## config.mk

```make
export PLATFORM = sky130hd
export DESIGN_NAME = id_ex_stage
export DESIGN_NICKNAME = d
export VERILOG_FILES = /design/src/rtl/riscv_pkg.sv /design/src/rtl/fwd_mux.sv /design/src/rtl/id_ex_stage.sv
export SDC_FILE = /design/constraint.sdc
export NUM_CORES = 1
export LEC_CHECK = 0
export BUFFER_PORTS_ARGS = -buffer_cell sky130_fd_sc_hd__buf_2
export CAP_MARGIN = 20
export CELL_PAD_IN_SITES_DETAIL_PLACEMENT = 0
export CELL_PAD_IN_SITES_GLOBAL_PLACEMENT = 1
export CORE_MARGIN = 4
export CORE_UTILIZATION = 38
export DETAILED_ROUTE_END_ITERATION = 7
export PLACE_DENSITY_LB_ADDON = 0.1
export SLEW_MARGIN = 5
export SYNTH_ARGS = -nofsm -noshare
export SYNTH_HDL_FRONTEND = slang
export SYNTH_SLANG_ARGS = --single-unit
```

## constraint.sdc

```tcl
create_clock -name clk -period 4.3 [get_ports clk]
set_clock_uncertainty 0.1 [all_clocks]
set_input_delay 0.43 -clock clk [delete_from_list [all_inputs] [get_ports clk]]
set_output_delay 0.43 -clock clk [all_outputs]
set_load 0.05 [all_outputs]
```

## src/rtl/riscv_pkg.sv

```systemverilog
`default_nettype none
// ============================================================================
// Module   : riscv_pkg
// Purpose  : Shared types and constants for the RV32 ID/EX pipeline register.
// Revision : 1.0
// ============================================================================
package riscv_pkg;

  localparam int RV_XLEN   = 32;
  localparam int RV_REG_AW = 5;

  localparam logic [RV_REG_AW-1:0] REG_ZERO = '0;

  typedef enum logic [2:0] {
    ALU_ADD = 3'b000,
    ALU_SUB = 3'b001,
    ALU_AND = 3'b010,
    ALU_OR  = 3'b011,
    ALU_SLT = 3'b101
  } alu_op_e;

  typedef enum logic [0:0] {
    ST_EMPTY = 1'b0,
    ST_FULL  = 1'b1
  } stage_state_e;

  typedef struct packed {
    logic [RV_XLEN-1:0]   rs1_data;
    logic [RV_XLEN-1:0]   rs2_data;
    logic [RV_XLEN-1:0]   imm;
    logic [RV_REG_AW-1:0] rs1_addr;
    logic [RV_REG_AW-1:0] rs2_addr;
    logic [RV_REG_AW-1:0] rd_addr;
    alu_op_e              alu_ctrl;
    logic                 alu_src;
    logic                 reg_write;
  } id_ex_t;

endpackage
`default_nettype wire

```

## src/rtl/fwd_mux.sv

```systemverilog
`default_nettype none
// ============================================================================
// Module   : fwd_mux
// Purpose  : Operand bypass select; EX/MEM beats MEM/WB, x0 never forwarded.
// Revision : 1.0
// ============================================================================
module fwd_mux
  import riscv_pkg::*;
#(
  parameter int WIDTH  = 32,
  parameter int REG_AW = 5
) (
  input  logic [REG_AW-1:0] i_addr,
  input  logic [WIDTH-1:0]  i_val,
  input  logic              i_mem_en,
  input  logic [REG_AW-1:0] i_mem_rd,
  input  logic [WIDTH-1:0]  i_mem_data,
  input  logic              i_wb_en,
  input  logic [REG_AW-1:0] i_wb_rd,
  input  logic [WIDTH-1:0]  i_wb_data,
  output logic [WIDTH-1:0]  o_val
);

  logic w_nonzero;
  logic w_hit_mem;
  logic w_hit_wb;

  assign w_nonzero = (i_addr != REG_AW'(REG_ZERO));
  assign w_hit_mem = w_nonzero && i_mem_en && (i_mem_rd == i_addr);
  assign w_hit_wb  = w_nonzero && i_wb_en  && (i_wb_rd  == i_addr);

  always_comb begin
    o_val = i_val;
    if (w_hit_mem) begin
      o_val = i_mem_data;
    end else if (w_hit_wb) begin
      o_val = i_wb_data;
    end
  end

endmodule
`default_nettype wire

```

## src/rtl/id_ex_stage.sv

```systemverilog
`default_nettype none
// ============================================================================
// Module   : id_ex_stage
// Purpose  : Decode-to-execute register with operand forwarding, stall and flush.
// Revision : 1.0
// ============================================================================
module id_ex_stage
  import riscv_pkg::*;
#(
  parameter int WIDTH  = 32,
  parameter int REG_AW = 5
) (
  input  logic              clk,
  input  logic              rst,
  input  logic              in_valid,
  output logic              in_ready,
  input  logic [WIDTH-1:0]  in_rs1_data,
  input  logic [WIDTH-1:0]  in_rs2_data,
  input  logic [WIDTH-1:0]  in_imm,
  input  logic [REG_AW-1:0] in_rs1_addr,
  input  logic [REG_AW-1:0] in_rs2_addr,
  input  logic [REG_AW-1:0] in_rd_addr,
  input  logic [2:0]        in_alu_ctrl,
  input  logic              in_alu_src,
  input  logic              in_reg_write,
  input  logic              flush,
  input  logic              fwd_mem_en,
  input  logic [REG_AW-1:0] fwd_mem_rd,
  input  logic [WIDTH-1:0]  fwd_mem_data,
  input  logic              fwd_wb_en,
  input  logic [REG_AW-1:0] fwd_wb_rd,
  input  logic [WIDTH-1:0]  fwd_wb_data,
  output logic              out_valid,
  input  logic              out_ready,
  output logic [WIDTH-1:0]  d0,
  output logic [WIDTH-1:0]  d1,
  output logic [2:0]        ALUctrl,
  output logic [WIDTH-1:0]  store_data,
  output logic [REG_AW-1:0] out_rd_addr,
  output logic              out_reg_write
);

  stage_state_e r_state;
  stage_state_e w_state_nxt;
  id_ex_t       r_hold;

  logic              w_fire_in;
  logic              w_fire_out;
  logic              w_capture;
  logic [REG_AW-1:0] w_sel_rs1_addr;
  logic [REG_AW-1:0] w_sel_rs2_addr;
  logic [WIDTH-1:0]  w_sel_rs1_val;
  logic [WIDTH-1:0]  w_sel_rs2_val;
  logic [WIDTH-1:0]  w_upd_rs1;
  logic [WIDTH-1:0]  w_upd_rs2;
  logic [WIDTH-1:0]  w_out_rs1;
  logic [WIDTH-1:0]  w_out_rs2;

  assign in_ready   = (r_state == ST_EMPTY) || out_ready;
  assign out_valid  = (r_state == ST_FULL);
  assign w_fire_in  = in_valid && in_ready;
  assign w_fire_out = out_valid && out_ready;
  assign w_capture  = w_fire_in && !flush;

  always_ff @(posedge clk or posedge rst) begin
    if (rst) begin
      r_state <= ST_EMPTY;
    end else begin
      r_state <= w_state_nxt;
    end
  end

  always_comb begin
    w_state_nxt = r_state;
    if (flush) begin
      w_state_nxt = ST_EMPTY;
    end else begin
      case (r_state)
        ST_EMPTY: if (w_fire_in)                w_state_nxt = ST_FULL;
        ST_FULL:  if (w_fire_out && !w_fire_in) w_state_nxt = ST_EMPTY;
        default:                                w_state_nxt = ST_EMPTY;
      endcase
    end
  end

  // One mux pair serves both capture (incoming operands) and refresh (held operands).
  assign w_sel_rs1_addr = w_fire_in ? in_rs1_addr : r_hold.rs1_addr;
  assign w_sel_rs2_addr = w_fire_in ? in_rs2_addr : r_hold.rs2_addr;
  assign w_sel_rs1_val  = w_fire_in ? in_rs1_data : r_hold.rs1_data;
  assign w_sel_rs2_val  = w_fire_in ? in_rs2_data : r_hold.rs2_data;

  fwd_mux #(.WIDTH(WIDTH), .REG_AW(REG_AW)) u_fwd_upd_rs1 (
    .i_addr(w_sel_rs1_addr), .i_val(w_sel_rs1_val),
    .i_mem_en(fwd_mem_en), .i_mem_rd(fwd_mem_rd), .i_mem_data(fwd_mem_data),
    .i_wb_en(fwd_wb_en), .i_wb_rd(fwd_wb_rd), .i_wb_data(fwd_wb_data),
    .o_val(w_upd_rs1)
  );

  fwd_mux #(.WIDTH(WIDTH), .REG_AW(REG_AW)) u_fwd_upd_rs2 (
    .i_addr(w_sel_rs2_addr), .i_val(w_sel_rs2_val),
    .i_mem_en(fwd_mem_en), .i_mem_rd(fwd_mem_rd), .i_mem_data(fwd_mem_data),
    .i_wb_en(fwd_wb_en), .i_wb_rd(fwd_wb_rd), .i_wb_data(fwd_wb_data),
    .o_val(w_upd_rs2)
  );

  fwd_mux #(.WIDTH(WIDTH), .REG_AW(REG_AW)) u_fwd_out_rs1 (
    .i_addr(r_hold.rs1_addr), .i_val(r_hold.rs1_data),
    .i_mem_en(fwd_mem_en), .i_mem_rd(fwd_mem_rd), .i_mem_data(fwd_mem_data),
    .i_wb_en(fwd_wb_en), .i_wb_rd(fwd_wb_rd), .i_wb_data(fwd_wb_data),
    .o_val(w_out_rs1)
  );

  fwd_mux #(.WIDTH(WIDTH), .REG_AW(REG_AW)) u_fwd_out_rs2 (
    .i_addr(r_hold.rs2_addr), .i_val(r_hold.rs2_data),
    .i_mem_en(fwd_mem_en), .i_mem_rd(fwd_mem_rd), .i_mem_data(fwd_mem_data),
    .i_wb_en(fwd_wb_en), .i_wb_rd(fwd_wb_rd), .i_wb_data(fwd_wb_data),
    .o_val(w_out_rs2)
  );

  // Refreshing while held keeps a writeback that retires during a stall from being lost.
  always_ff @(posedge clk or posedge rst) begin
    if (rst) begin
      r_hold <= '0;
    end else if (w_capture) begin
      r_hold.rs1_data  <= w_upd_rs1;
      r_hold.rs2_data  <= w_upd_rs2;
      r_hold.imm       <= in_imm;
      r_hold.rs1_addr  <= in_rs1_addr;
      r_hold.rs2_addr  <= in_rs2_addr;
      r_hold.rd_addr   <= in_rd_addr;
      r_hold.alu_ctrl  <= alu_op_e'(in_alu_ctrl);
      r_hold.alu_src   <= in_alu_src;
      r_hold.reg_write <= in_reg_write;
    end else if (r_state == ST_FULL) begin
      r_hold.rs1_data  <= w_upd_rs1;
      r_hold.rs2_data  <= w_upd_rs2;
    end
  end

  assign d0            = w_out_rs1;
  assign store_data    = w_out_rs2;
  assign d1            = r_hold.alu_src ? r_hold.imm : w_out_rs2;
  assign ALUctrl       = r_hold.alu_ctrl;
  assign out_rd_addr   = r_hold.rd_addr;
  assign out_reg_write = r_hold.reg_write && out_valid;

endmodule
`default_nettype wire
```

# Word level (Yosys, flattened, before mapping)
# Cells that the tools add are included.
[totals] reg_bits=117 wordCells=67 out_inout_bits=107
[classes] eq_ne=8 muxes=19 bitwise=1 reduce_logical=29
[ops] cell="2-to-1 mux 32 bit" count=11
[ops] cell="2-to-1 mux 64 bit" count=2
[ops] cell="equality test 5 bit" count=8
[ops] cell="logical AND 1 bit" count=21
[ops] cell="nonzero test 5 bit" count=4
[ops] cell="2-to-1 mux 5 bit" count=2
[ops] cell="2-to-1 mux 1 bit" count=3
[ops] cell="logical NOT 1 bit" count=2
[ops] cell="one-hot mux 1 bit (2 select lines)" count=1
[ops] cell="nonzero test 2 bit" count=1
[ops] cell="logical OR 1 bit" count=1
[ops] cell="inverter 1 bit" count=1

# Depth between registers and ports, before layout
# Gate-level depths: netlist of the first run.
[depth] ltp_word=11 depth_mapped=12 depth_no_buf=8

# By module
# From an unflattened synthesis of the first run, not the netlist that was laid out.
[hier_totals] cells_unflattened=1056 area_unflattened_um2=9703.1
[by_module_without_submodules] module="id_ex_stage" area_per_inst_um2=5909.4 cells_per_inst=380 seq_area_each_um2=2927.8 n_inst=1
[by_module_without_submodules] module="fwd_mux" area_per_inst_um2=948.4 cells_per_inst=169 seq_area_each_um2=0.0 n_inst=4

# Least setup slack after synthesis of the first run
# OpenSTA, ideal clock, no wires.
[synth_path] path_type="input -> output" start="input fwd_wb_rd[3]" end="output d1[10]" path_stages=7 n_path_buf=1 required_time_ps=3770 arrival_time_ps=3473 path_slack_ps=297 path_cell_list="or2_2 -> a2111o_1 -> nor3_2 -> buf_2 -> mux2i_1 -> o21ai_0 -> mux2_2"
[synth_via] elab_chain_cells=5
[synth_lines] element="start: declaration" line_no="id_ex_stage.sv:31" source="input logic [REG_AW-1:0] fwd_wb_rd,"
[synth_lines] element="equality test 5 bit" line_no="fwd_mux.sv:30" source="assign w_hit_wb = w_nonzero && i_wb_en && (i_wb_rd == i_addr);"
[synth_lines] element="logical AND 1 bit" line_no="fwd_mux.sv:30"
[synth_lines] element="2-to-1 mux 32 bit" line_no="fwd_mux.sv:36" source="end else if (w_hit_wb) begin"
[synth_lines] element="2-to-1 mux 32 bit" line_no="fwd_mux.sv:34" source="if (w_hit_mem) begin"
[synth_lines] element="named net store_data[10]" line_no="id_ex_stage.sv:38" source="output logic [WIDTH-1:0] store_data,"
[synth_lines] element="2-to-1 mux 32 bit" line_no="id_ex_stage.sv:142" source="assign d1 = r_hold.alu_src ? r_hold.imm : w_out_rs2;"
[synth_lines] element="end: declaration" line_no="id_ex_stage.sv:36" source="output logic [WIDTH-1:0] d1,"
# The timed path passes the listed nets, and every way through them passes these cells.

# Worst setup path after layout of the first run
[layout_path] start="register r_hold[11] in the netlist's numbering" end="output d1[21]"
[layout_via] elab_chain_cells=6
[layout_lines] element="start: declaration" line_no="id_ex_stage.sv:45" source="id_ex_t r_hold;"
[layout_lines] element="nonzero test 5 bit" line_no="fwd_mux.sv:28" source="assign w_nonzero = (i_addr != REG_AW'(REG_ZERO));"
[layout_lines] element="logical AND 1 bit (2 in a row)" line_no="fwd_mux.sv:30"
[layout_lines] element="2-to-1 mux 32 bit" line_no="fwd_mux.sv:36"
[layout_lines] element="2-to-1 mux 32 bit (*)" line_no="fwd_mux.sv:34"
[layout_lines] element="2-to-1 mux 32 bit (*)" line_no="id_ex_stage.sv:142"
# Mark *: on every way between the ends. The rest lies on a longest branch, timed or not.

==> summary.md, run 1 <==
| Metric | Value |
|---|---|
| CTS tree | done |
| Relative slew margins | between 30 and 40% |
| Most common cell in the netlist | mux2i_1 |
| Gr usage total | 26.5% |
| Max Cap Violations | 0 |
| Mapped cell area | 9100 um^2 |
| Worst vdd ir | 0.000285 V |
| CTS sink cnt | ~120 |
| Final Hold Viols | 0 |
| Setup tns final | 0 ns |
| Clk root buf | clkbuf_16 |
| Sequential element share of the synthesized area | 32.2% |
| Crit path time final | 3.83 ns |
| Critical Path RT | 3.77 ns |
| Netlist cell types | 52 |
| Die Y | 163 um |
| Status | complete, no violations |
| Port bufs | 303 |
| Launching point of the worst reg2reg path | out_valid |
| DP Wirelength | 24000 um |
| Setup bufs post-CTS | 0 |
| Critical path origin | r_hold[11] |
| CP max-delay cell | o21ai_0 |
| Leak | 4.73 nW |
| Antenna Violating Nets Remaining | 0 |
| Synth Register Bits | 117 |
| WHS | about 0.094 ns |
| Most used flip-flop cell after synthesis | dfrtp_1 |
| Total vias in the final route | 9056 |
| Drt wl/cell | 22.5 um |
| Initial Util | ~39% |
| Vias in the first global route | 9147 |
| Die width | 163 um |
| Pwr Density | 501 nW/um^2 |
| Rows | 56 |
| Area contributors post-synth | dfrtp_1, mux2i_1, mux2_2, o22ai_1, nor2_1 |
| CP Max Fanout | 64 |
| Synth Instances | 1016 |
| Clock tree buffer depth | 2 |
| RSZ-0062 raised after global routing | false |
| Worst Max-Slew Pin Slew | between 1 and 1.5 ns |
| Mux cell area share after synthesis | between 20% and 30% |
| Drt pass-1 iters | 5 |
| First-pass GRT wire length | 54700 um |
| Initial antenna violation count | 3 |
| GP Congestion | approximately 0.89 |
| Drt first-iter violations | 588 |
| CTS Hold Buffers Added | 0 |
| CP endpoint kind | primary output |
| CP Cell Sequence | or4_1 -> nor2_1 -> nor3_2 -> buf_4 -> o21ai_0 -> mux2_2 -> buf_2 |
| YS warnings | 0 |
| Post-synthesis compound-gate area fraction | 23.4% |
| Cts bufs inserted | 17 |
| EDFF count, synth | 0 |
| WL final | between 30000 and 40000 um |
| Largest net degree at the start of global routing | about 90 |
| Worst path top cell family by delay | simple AND/OR/NAND/NOR gates |
| Layout area overhead | 26.2% |
| Post-synth top area cell | dfrtp_1 |
| Post-CTS Resized | 0 |
| Filler cells | 2311 |
| CP arrival | around 3.3 ns |
| Startpoint types | flip-flop |
| Average instance area after synthesis | 8.96 um^2 |
| Layout Utilization | 48.8% |
| Number of H-tree levels | 4 |
| Worst path max stage delay | 0.55 ns |
| Worst setup path category | flip-flop to primary output |
| Largest family of logic cells by synthesized area | multiplexers |
| Area share of the largest cell type after synthesis | 32.2% |
| Syn nets | about 1.2k |
| Synth Area in Adders | 0% |
| Xor/xnor share of the synthesized area | 1.92% |
| Worst skew pair latency | 0.42 ns |
| Fmax | 261 MHz |
| Tcrit/Tclk final | 89.1% |
| Die area | roughly 26000 um^2 |
| CORE AREA | 23500 um^2 |
| Final setup vio count | 0 |
| Layout cells sized above 1 | 36.3% |
| Post-Synth Simple-Gate Area | 11.2% |
| Post-synthesis async set-or-reset flop share | 100% |
| Worst-path clk slew | roughly 0.060 ns |
| Post-route DRC | 0 |
| Io pins | 304 |
| Synth cell count leaders | mux2i_1, dfrtp_1, nor2_1 |
| Layout Nets | around 1.5k |
| Max Slew Vio Count | 0 |
| CP bufs+invs | 2 |
| DR vias/cell | 5.70 |
| Grt ovf | 0 |
| Hold Crit Class | input port to asynchronous set/reset pin |
## final timing paths
| path | endpoint | slack, ns | cells after the start |
|---|---|---|---|
| worst max-delay path | d1[21] | 0.47 | 7 |
| worst min-delay path | r_hold[23] | 0.09 | 2 |
| worst max register to register | r_hold[57] | 0.75 | 8 |
| worst min register to register | r_hold[24] | 0.40 | 1 |
| max in group asynchronous | r_hold[18] | 3.08 | 3 |
| min in group clk | r_hold[31] | 0.13 | 2 |
## area by class of cell
type | count | area, um^2 | share of cell area (%)
antenna | 1 | 2.50 | 0.0218
sequential | 117 | 2930 | 25.5
clock inverter | 9 | 150 | 1.31
tap | 319 | 399 | 3.48
timing repair buffer | 326 | 1740 | 15.1
inverter | 41 | 159 | 1.38
clock buffer | 23 | 468 | 4.08
multi-input combinational | 754 | 5640 | 49.1
## worst register-to-register path, cell delays in order, from the launching register on
cell and delay [ns]:
dfrtp_1 0.44, and2b_2 0.36, nor2_2 0.65, mux2i_1 0.37, xnor2_1 0.20, a2111oi_4 0.10
buf_12 0.20, nor2_4 0.77, a221oi_1 0.19
## placed cells by master (no fill, tap or decap), types with 10 or more instances in the layout
master,instances
xor2_1,10
dfrtp_1,116
nor2_1,104
mux2_2,81
a21boi_0,34
a21oi_1,38
nand2_1,39
buf_2,303
or3_1,33
o21ai_0,40
mux2i_1,130
o211ai_1,36
o22ai_1,68
xnor2_1,10
buf_4,19
a221oi_1,32
inv_1,38
clkbuf_16,17
o2bb2ai_1,33
## per-stage QoR
| step | setup slack, ns | instance area, um^2 | std cells | power [mW] |
|---|---|---|---|---|
| finish | 0.467 | 11500 | 1590 | 5.75 |
| global route | 0.319 | 11500 | 1590 | 6.04 |
| CTS | 0.482 | 11500 | 1589 | 5.78 |
| detailed placement | 0.713 | 10900 | 1557 | 4.21 |
| global placement | 0.706 | 10900 | 1557 | 4.19 |
| floorplan | 0.297 | 9100 | 1016 | 3.51 |
## per-layer routing
layer  track usage [%]  vias up  wire length (um)
met5                 0        -                23
met4              7.93        4               786
met3              4.91       58              2280
met2              41.7      376             16200
met1              37.2     4348             16400
li1                  -     4270                 -
## kinds of logic (layout without fill, tap and decap cells)
kind of cell / Yosys count / in the layout
compound gates: 302 / 302
simple gates: 221 / 221
mux: 211 / 211
buf+inv: 145 / 399
flops: 117 / 117
xor+xnor: 20 / 20
other cells: 0 / 1
## flip-flops by register name (all words and copies together), names as in the netlist
register     flops
out_valid        1
ALUctrl          3
r_hold         108
out_rd_addr      5
## power by group
group | switching (mW) | internal [mW] | total, mW | leakage, nW
clock | 0.561 | 0.999 | 1.56 | 0.297
combinational | 1.86 | 0.787 | 2.65 | 3.05
sequential | 0.195 | 1.35 | 1.54 | 1.38
total | 2.62 | 3.13 | 5.75 | 4.73
Power figures use the tool's default switching activity.
==> run 2: changes to the inputs <==
- ABC_AREA: default -> 0
- BUFFER_PORTS_ARGS: -buffer_cell sky130_fd_sc_hd__buf_2 -> -buffer_cell sky130_fd_sc_hd__buf_4
- CELL_PAD_IN_SITES_DETAIL_PLACEMENT: 0 -> 1
- CELL_PAD_IN_SITES_GLOBAL_PLACEMENT: 1 -> 2
- CORE_UTILIZATION: 38 -> 30
==> run 2 against run 1 <==
Net effect: via count up 0.46%; worst hold slack worse by 0.0026 ns; sequential power hardly changed; worst setup slack improved by 0.15 ns; largest power group unchanged; first-iteration DRC count fell by 28%; global-route usage is 2.9 points lower; sequential share of layout area shrank 1.7 points; sequential cell count stayed put; count of clock-buffer cells in the layout down 6; design area is 7.2% higher; largest cell class unchanged; cell count grew 4.5%.
==> summary.md, run 2 (same netlist as run 1, synthesis figures left out) <==
| Metric | Value |
|---|---|
| Total vias in the final route | 9098 |
| Initial Util | 30.5% |
| Hold Crit Class | input port to asynchronous set/reset pin |
| Largest reg by FF count | r_hold |
| Largest net degree at the start of global routing | 95 |
| Most frequent cells in the layout | buf_4, mux2i_1, dfrtp_1 |
| Io pins | roughly 300 |
| Worst Max-Slew Pin Slew | 0.992 ns |
| Final Hold Viols | 0 |
| DR vias/cell | 5.47 |
| Commonest non-fill, non-tap cell in the layout | buf_4 |
| Reg area | a little under 3000 um^2 |
| First-pass GRT wire length | 61300 um |
| Max reg flops | 108 |
| Relative slew margins | between 30% and 40% |
| Die Y | 182 um |
| Vias in the first global route | 10.1k |
| Startpoint types | flip-flop |
| CTS Hold Buffers Added | 0 |
| Clk root buf | clkbuf_16 |
| Initial antenna violation count | 0 |
| Rows | 63 |
| Critical Path RT | 3.77 ns |
| Worst skew pair latency | 0.43 ns |
| Die width | 182 um |
| Worst-path clk slew | roughly 0.070 ns |
| Max Cap Violations | 0 |
| Port bufs | 303 |
| Clock tree buffer depth | 2 |
| Max Slew Vio Count | 0 |
| Post-route DRC | 0 |
| Filler cells | 3465 |
| CP max-delay cell | or4_1 |
| Most numerous cell on the critical path | buf_4 |
| CP arrival | about 3.2 ns |
| Final setup vio count | 0 |
| WL final | ~40000 um |
| CP Cell Sequence | or4_1 -> nor2_1 -> nor3_2 -> buf_4 -> o21ai_0 -> mux2_2 -> buf_4 |
| Fmax | 271 MHz |
| Number of H-tree levels | 4 |
| Setup tns final | 0 ns |
| Grt ovf | 0 |
| Layout area overhead | 35.2% |
| CTS sink cnt | around 120 |
| DP Wirelength | ~28000 um |
| Post-CTS Resized | 0 |
| Worst path top cell family by delay | simple AND/OR/NAND/NOR gates |
| Worst path max stage delay | 0.53 ns |
| CTS tree | done |
| Layout cells sized above 1 | 36.8% |
| Status | complete, no violations |
| Die area | 33200 um^2 |
| CP endpoint kind | primary output |
| Crit path time final | 3.68 ns |
| Setup bufs post-CTS | 0 |
| Antenna Violating Nets Remaining | 0 |
| CP bufs+invs | 2 |
| Gr usage total | 23.5% |
| GP Congestion | 0.822 |
| Fin worst setup slack | 0.615 ns |
| Layout Nets | 1455 |
| Cts bufs inserted | 17 |
| Drt wl/cell | around 24 um |
| Worst setup path category | flip-flop to primary output |
| Worst vdd ir | between 0.0002 and 0.0003 V |
| Leak | 4.97 nW |
| RSZ-0062 raised after global routing | false |
| CORE AREA | approximately 30000 um^2 |
| Pwr Density | 484 nW/um^2 |
| CP Max Fanout | 64 |
| Tcrit/Tclk final | 85.7% |
| Drt first-iter violations | 425 |
| Drt pass-1 iters | 5 |
| Footprint of the multi-input gates | ~5600 um^2 |
| Worst slack, placed | 0.938 ns |
run 2: changes by cell type in the layout (fill, tap and decap cells not counted), sizes merged:
cell,before,now
clkbuf,23,17
inv,41,47
bufinv,4,2
buf,326,327
clkinv,3,4
clkinvlp,2,3
run 2: power breakdown:
part	switching [mW]	internal, mW	leakage, nW
sequential	0.202	1.35	1.38
combinational	1.91	1.01	3.30
clock	0.620	0.868	0.282
total	2.73	3.22	4.97
run 2: worst register-to-register path: stages, from the launching register on:
cell and delay [ns]:
dfrtp_1 0.45, and2b_2 0.26, nor2_2 0.42, mux2i_1 0.48, xnor2_1 0.13, nor3_2 0.33
buf_4 0.63, nor2_1 0.13, a221oi_1 0.31
run 2: final timing paths:
path | startpoint | endpoint | slack [ns] | cells after the start
worst max-delay path | r_hold[11] | d1[30] | 0.62 | 7
worst min-delay path | rst | r_hold[91] | 0.09 | 2
worst max register to register | out_valid | r_hold[65] | 0.92 | 8
worst min register to register | r_hold[29] | r_hold[29] | 0.41 | 1
max in group asynchronous | rst | r_hold[69] | 2.93 | 3
min in group clk | flush | out_valid | 0.11 | 2
run 2: cell type report:
cell class,instances,share of cell area [%]
Clock buffer,17,3.46
Tap cell,390,3.97
Timing Repair Buffer,327,20.3
Sequential cell,117,23.8
Clock inverter,15,1.38
Multi-Input combinational cell,754,45.8
Inverter,41,1.29
Antenna cell,1,0.0203
run 2: stage by stage:
step | hold slack (ns) | power [mW] | area [um^2] | std cells | utilization (%)
2_1_floorplan | 0.373 | 3.51 | 9100 | 1016 | -
3_3_place_gp | 0.384 | 4.47 | 11700 | 1629 | 39.3
3_5_place_dp | 0.393 | 4.51 | 11700 | 1629 | 39.3
4_1_cts | 0.0937 | 6.03 | 12300 | 1661 | 41.3
5_1_grt | 0.0962 | 6.27 | 12300 | 1661 | 41.3
6_report | 0.0911 | 5.96 | 12300 | 1662 | 41.3
run 2: per-layer routing:
| metal | up-vias | wire, um | global-route usage, % |
|---|---|---|---|
| met3 | 43 | 2520 | 5.80 |
| met4 | 0 | 841 | 6.45 |
| met5 | - | 0 | 0 |
| li1 | 4253 | - | - |
| met1 | 4510 | 17800 | 30.9 |
| met2 | 292 | 18800 | 38.7 |
==> run 3: changes to the inputs <==
- RECOVER_POWER: default -> 25
==> run 3 against run 2 <==
Net effect: critical endpoint unchanged; maximum frequency is essentially flat; the flow now finishes with violations (max-capacitance violations, max-slew violations); count of clock-buffer cells in the layout unchanged; register-to-register slack about the same; clock power is essentially flat; sequential share of layout area barely moved; sequential cell count is the same; via count about the same.
==> summary.md, run 3 (same netlist as run 1, synthesis figures left out) <==
| Metric | Value |
|---|---|
| Worst setup path category | flip-flop to primary output |
| Initial antenna violation count | 0 |
| Startpoint types | flip-flop |
| RSZ-0062 raised after global routing | false |
| CP Cell Sequence | or4_1 -> nor2_1 -> nor3_2 -> buf_4 -> o21ai_0 -> mux2_2 -> buf_4 |
| Violated checks | max-capacitance violations, max-slew violations |
| CTS tree | done |
| CORE AREA | 29800 um^2 |
| Clk root buf | clkbuf_16 |
| Cts bufs inserted | 17 |
| Worst skew pair latency | 0.43 ns |
| Setup bufs post-CTS | 0 |
| GP Congestion | 0.822 |
| WL final | 40000 um |
| CP max-delay cell | or4_1 |
| Tcrit/Tclk final | roughly 86% |
| Worst vdd ir | 0.000297 V |
| Total vias in the final route | 9103 |
| Worst path max stage delay | roughly 0.53 ns |
| Most numerous cell on the critical path | buf_4 |
| Grt ovf | 0 |
| Fin worst setup slack | 0.614 ns |
| Critical Path RT | between 3 and 4 ns |
| Die Y | between 150 and 200 um |
| Finished Layout Cells | 1662 |
| Inst Count DP | 1629 |
| Rows | 63 |
| CP Max Fanout | 64 |
| Die area | 33200 um^2 |
| CP endpoint kind | primary output |
| Register-to-register setup slack | about 0.92 ns |
| Max Cap Violations | 1 |
| Fmax | 271 MHz |
| Io pins | 304 |
| Drt pass-1 iters | 5 |
| Drt first-iter violations | approximately 430 |
| Post-CTS Resized | 0 |
| Layout cells sized above 1 | about 37% |
| First-pass GRT wire length | 61300 um |
| Number of H-tree levels | 4 |
| Clock tree buffer depth | 2 |
| Setup tns final | 0 ns |
| Antenna Violating Nets Remaining | 0 |
| Hold Crit Class | input port to flip-flop |
| Status | complete, but fails checks |
| Final Hold Viols | 0 |
| DR vias/cell | around 5.5 |
| Final setup vio count | 0 |
| Worst slack, placed | 0.938 ns |
| Die width | 182 um |
| Pwr Density | 484 nW/um^2 |
| Worst-path clk slew | 0.06 ns |
| Filler cells | around 3.5k |
| Gr usage total | a little under a quarter |
| CP bufs+invs | 2 |
| Vias in the first global route | 10.1k |
| Worst Max-Slew Pin Slew | 2.31 ns |
| Largest reg by FF count | r_hold |
| Commonest non-fill, non-tap cell in the layout | buf_4 |
| Max reg flops | approximately 110 |
| CP arrival | 3.16 ns |
| DP Wirelength | roughly 28000 um |
| Max Slew Vio Count | 95 |
| Port bufs | about 300 |
| Worst path top cell family by delay | simple AND/OR/NAND/NOR gates |
| Largest net degree at the start of global routing | 95 |
| Most frequent cells in the layout | buf_4, mux2i_1, dfrtp_1 |
| Initial Util | slightly above 30% |
| Drt wl/cell | 24.1 um |
| Layout area overhead | 35.1% |
| Post-route DRC | 0 |
| CTS sink cnt | around 120 |
| Layout Nets | 1455 |
| Crit path time final | around 3.7 ns |
| CTS Hold Buffers Added | 0 |
| Leak | 4.96 nW |
| Relative slew margins | -53.9% |
| Layout Utilization | approximately 41% |
[run 3: path summary, 6_finish.rpt]
kind | startpoint | to | depth (start not counted)
min in group asynchronous | rst | r_hold[92] | 2
worst max register to register | out_valid | r_hold[65] | 8
worst min register to register | r_hold[29] | r_hold[29] | 1
worst min-delay path | flush | out_valid | 2
worst max-delay path | r_hold[11] | d1[30] | 7
max in group asynchronous | rst | r_hold[69] | 3
[run 3: cell type report]
type	count	area (um^2)	area share [%]
multi-input cells	754	5640	45.8
flip-flops and latches	117	2930	23.8
repair buffers	327	2490	20.2
well taps	390	488	3.97
clock buffers	17	425	3.46
clock inverters	15	170	1.38
inverters	41	158	1.28
diodes	1	2.50	0.0203
[run 3: stage by stage]
step                      total power [mW]  area (um^2)  hold slack [ns]
after CTS                             6.03        12300           0.0937
final                                 5.96        12300            0.110
after global routing                  6.27        12300           0.0962
after floorplan                       3.51         9100            0.373
after detailed placement              4.51        11700            0.393
after global placement                4.47        11700            0.384
[run 3: routing by layer]
layer	track usage (%)	wire [um]
met4	6.45	855
met3	5.80	2540
met5	0	0
met1	30.9	17800
met2	38.7	18900
[run 3: power by group]
group	leakage (nW)	internal, mW	switching, mW	total [mW]
combinational	3.30	1.01	1.91	2.92
clock	0.282	0.868	0.621	1.49
sequential	1.38	1.35	0.202	1.55
